### src/rtl/combine_pipe.sv
// combine_pipe: valid/ready pipeline that registers an operand pair, combines it
// with a per-item bitwise operation (AND/OR/XOR/pass A), then delays the result
// through DEPTH-2 further register stages. Stalls collapse bubbles and a
// synchronous flush empties every stage.
// Optional feature: define COMBINE_PIPE_CNT_EN to add the xfer_cnt output, a
// wrapping count of completed output transfers.
module combine_pipe #(
  parameter int WIDTH = 8,
  parameter int DEPTH = 3,
  parameter int CNT_W = 16
) (
  input  logic             clk,
  input  logic             rst,
  input  logic             flush,
  input  logic             in_valid,
  output logic             in_ready,
  input  logic [WIDTH-1:0] in_a,
  input  logic [WIDTH-1:0] in_b,
  input  logic [1:0]       in_mode,
  output logic             out_valid,
  input  logic             out_ready,
  output logic [WIDTH-1:0] out_data
`ifdef COMBINE_PIPE_CNT_EN
  ,
  output logic [CNT_W-1:0] xfer_cnt
`endif
);

  // Reject parameter values the structure cannot support.
  if (WIDTH < 1 || DEPTH < 2 || CNT_W < 1) begin : g_param_check
    $error("combine_pipe: WIDTH>=1, DEPTH>=2 and CNT_W>=1 are required");
  end

  localparam logic [1:0] MODE_AND  = 2'b00;
  localparam logic [1:0] MODE_OR   = 2'b01;
  localparam logic [1:0] MODE_XOR  = 2'b10;
  localparam logic [1:0] MODE_PASS = 2'b11;

  logic [DEPTH:1]   stage_valid;
  logic [DEPTH:1]   stage_ready;
  logic [WIDTH-1:0] op_a;
  logic [WIDTH-1:0] op_b;
  logic [1:0]       op_mode;
  logic [WIDTH-1:0] stage_data [2:DEPTH];
  logic [WIDTH-1:0] combined;

  // A stage may advance when it, or any stage downstream of it, is empty, or
  // when the consumer takes the output. Written as a reduction over the valid
  // bits so the chain is a plain combinational path from out_ready.
  for (genvar k = 1; k <= DEPTH; k++) begin : g_ready
    assign stage_ready[k] = out_ready | ~(&stage_valid[DEPTH:k]);
  end

  assign in_ready  = stage_ready[1] & ~flush;
  assign out_valid = stage_valid[DEPTH];
  assign out_data  = stage_data[DEPTH];

  // Valid bits: each stage takes its upstream valid when it advances; flush
  // empties everything at the next edge.
  always_ff @(posedge clk or posedge rst) begin
    if (rst) begin
      stage_valid <= '0;
    end else if (flush) begin
      stage_valid <= '0;
    end else begin
      if (stage_ready[1]) begin
        stage_valid[1] <= in_valid;
      end
      for (int k = 2; k <= DEPTH; k++) begin
        if (stage_ready[k]) begin
          stage_valid[k] <= stage_valid[k-1];
        end
      end
    end
  end

  // Stage 1 captures both operands and the operation together, so later
  // changes on in_mode never affect an item already in flight.
  always_ff @(posedge clk or posedge rst) begin
    if (rst) begin
      op_a    <= '0;
      op_b    <= '0;
      op_mode <= MODE_AND;
    end else if (stage_ready[1]) begin
      op_a    <= in_a;
      op_b    <= in_b;
      op_mode <= in_mode;
    end
  end

  // Bitwise combine of the captured pair; no carries, result stays WIDTH bits.
  always_comb begin
    combined = op_a & op_b;
    case (op_mode)
      MODE_AND:  combined = op_a & op_b;
      MODE_OR:   combined = op_a | op_b;
      MODE_XOR:  combined = op_a ^ op_b;
      MODE_PASS: combined = op_a;
      default:   combined = op_a & op_b;
    endcase
  end

  // Result register (stage 2) followed by the delay stages; a stalled stage
  // keeps its data so out_data holds while the consumer is not ready.
  always_ff @(posedge clk or posedge rst) begin
    if (rst) begin
      for (int k = 2; k <= DEPTH; k++) begin
        stage_data[k] <= '0;
      end
    end else begin
      if (stage_ready[2]) begin
        stage_data[2] <= combined;
      end
      for (int k = 3; k <= DEPTH; k++) begin
        if (stage_ready[k]) begin
          stage_data[k] <= stage_data[k-1];
        end
      end
    end
  end

`ifdef COMBINE_PIPE_CNT_EN
  // Count completed output transfers; only reset clears it, flush does not.
  always_ff @(posedge clk or posedge rst) begin
    if (rst) begin
      xfer_cnt <= '0;
    end else if (out_valid && out_ready) begin
      xfer_cnt <= xfer_cnt + CNT_W'(1);
    end
  end
`endif

endmodule

### config.mk
export PLATFORM = sky130hd
export DESIGN_NAME = combine_pipe
export DESIGN_NICKNAME = d
export VERILOG_FILES = /design/src/rtl/combine_pipe.sv
export SDC_FILE = /design/constraint.sdc
export NUM_CORES = 1
export LEC_CHECK = 0
export ABC_AREA = 1
export ABC_CLOCK_PERIOD_IN_PS = 2830
export BUFFER_PORTS_ARGS = -buffer_cell sky130_fd_sc_hd__buf_2
export CAP_MARGIN = 25
export CORE_MARGIN = 2
export CORE_UTILIZATION = 45
export CTS_BUF_LIST = sky130_fd_sc_hd__clkbuf_2
export DETAILED_ROUTE_END_ITERATION = 8
export GPL_ROUTABILITY_DRIVEN = 0
export GPL_TIMING_DRIVEN = 0
export PLACE_DENSITY = 0.66
export SLEW_MARGIN = 10
export SYNTH_ARGS = -nofsm -noshare
export SYNTH_HDL_FRONTEND = slang
export SYNTH_SLANG_ARGS = --single-unit
### constraint.sdc
create_clock -name clk -period 2.83 [get_ports clk]
set_clock_uncertainty 0.1 [all_clocks]
set_input_delay 0.283 -clock clk [delete_from_list [all_inputs] [get_ports clk]]
set_output_delay 0.283 -clock clk [all_outputs]
set_load 0.01 [all_outputs]
==> metrics.txt <==
Initial DRT Pass Iterations=4; most common cell after layout, fill and taps aside=nand2_1; Rel. slew slack=0.4924; cell leakage power=1.468 nW; DP Wirelength=2720 um; fin area=2603 sq um; 1st-iter DRT viols=101; startpoint type of the worst setup path=register; final hold slack=0.03386 ns; multi-input logic area=914.6 sq um; TNS Setup=0 ns; initial core utilization=0.4580; placement-stage cell area=2362 sq um; maximum clock rate=512.7 MHz; CTS buffer count=5; share of cells above drive strength 1=0.2508; RSZ-0062 raised after global routing=no; Resized Gates After CTS=0; Detailed Route WL=roughly 4000 um; initial antenna violation count=0; DR DRC count=0; maximum clock insertion buffer count=2; Fillers=roughly 450; Max-Cap Viols=0; Cell variety after synth=17; final net count=roughly 360; die height=72.87 um; Die ar.=5310 sq um; ranking of synthesized cells by area=dfrtp_1, nand2_1, ha_1; hold path depth=3; synthesis-to-layout area growth=21.92%; CP endpoint kind=output port; post-synth top area cell=dfrtp_1; Setup-failing EPs final=0; io pins=33; r2r worst-path depth=7; Mapped Cells=between 200 and 300; cell row count=25; routed vias=between 1500 and 2000; CP Data Arrival Time=roughly 1.6 ns; Post-Syn Area=2135 sq um; ANT nets after route=0; commonest non-fill, non-tap cells in the layout=nand2_1, inv_1, dfrtp_1; fin crit period=a little under 2 ns; Worst-Skew Late Latency=0.40 ns; power density over cell area=slightly above 400 nW/um^2; type of the most critical hold path=primary input to register; largest net degree at the start of global routing=38; placed insts=between 300 and 400; final std cells w/o fill=approximately 370; IO buf count=32; sequential share of the synthesized area=0.4338; syn avg cell area=between 8 and 9 sq um; first-pass GRT wire length=just over 7000 um; Core ar.=4661 sq um; Die Span X=72.87 um; WP data required=2.45 ns; Synthesized Nets=298; final hold viol count=0; top-area cell type share of the netlist area=0.4338; Final Max Slew Viols=0; gr usage total=0.1782; run status=complete, no violations; gr ovfl total=0; CTS tree=built; DR vias/cell=4.408; Final Util=0.5584; CTS root buffer=clkbuf_2; critical setup path kind=register to output port; clk slew on worst S/H paths=0.19 ns; Avg WL per Cell=about 11 um; Critical Path Fanout Max=10; period utilization=0.6893; FF-to-FF setup slack=1.46 ns; CTS HTree Levels=2; Sink Count=37; Seq cells post-synth=37; n_diodes=0; Seq. cell area=925.9 sq um; vias in the first global route=1630; Ys Warns=0; Worst IR Drop VDD=about 0.21 mV; Worst-Margin Slew=0.7602 ns
[final timing paths]
kind / from / end
max: stage_valid[3] / in_ready
min: in_valid / stage_valid[1]
max reg2reg: stage_valid[3] / op_b[5]
min reg2reg: stage_data[10] / out_data[2]
max in group asynchronous: rst / op_a[3]
min in group asynchronous: rst / out_data[4]
[cells by family after synthesis]
kind of cell	count (synthesis)	synth area share
AND/OR/NAND/NOR	123	0.2421
buffers and inverters	59	0.1377
flip-flops	37	0.4338
AO/OA/AOI/OAI	24	0.09261
adder cells (fa/ha/maj)	16	0.09379
[area by class of cell]
cell class | count | area share
inverters | 43 | 0.06394
well taps | 54 | 0.02596
clock buffers | 6 | 0.01154
repair buffers | 52 | 0.1385
flip-flops and latches | 37 | 0.3558
plain buffers | 16 | 0.04904
multi-input cells | 163 | 0.3514
clock inverters | 2 | 0.003846
[repair_timing]
item | in CTS | in global routing
endpoints found under the hold margin | 58 | 0
hold buffers | 20 | 0
setup buffers | 0 | 0
[routing by layer]
metal	vias up	part of all wire	track usage
met5	-	0	0
met4	0	0.015	0.07407
met3	5	0.033	0.03315
met2	31	0.47	0.3141
met1	704	0.48	0.2126
li1	904	-	-
[report_power, final]
group          total, mW  internal (mW)  leakage [nW]  switching [mW]
registers          0.598          0.573         0.438          0.0249
clock network      0.240         0.0620        0.0327           0.178
logic              0.211          0.104         0.998           0.107
[per-stage QoR]
step,power (mW),setup WS [ns]
after floorplan,0.7423,1.434
after global placement,0.7947,1.133
after detailed placement,0.8001,1.280
after CTS,1.059,0.8522
after global routing,1.119,0.7223
final,1.049,0.8794
[critical path, cell delays in order, from the launching register on]
cell and delay (ns):
dfrtp_1 0.40, buf_6 0.15, nand3_4 0.10, buf_4 0.19, nor2_1 0.14, nor2_1 0.05, buf_2 0.13
[synth_stat cells (all sizes together)]
cell	instances
nand2	84
inv	43
dfrtp	37
nand3	25
o21ai	18
buf	16
ha	16
nor2	13
o21bai	4
a21oi	2
nand3b	1
[sequential cells by signal, indices dropped and copies added (netlist names)]
name	count
stage_data	8
stage_valid	3
op_a	8
op_mode	2
op_b	8
out_data	8
No activity file was read; power rests on OpenSTA's default activity.
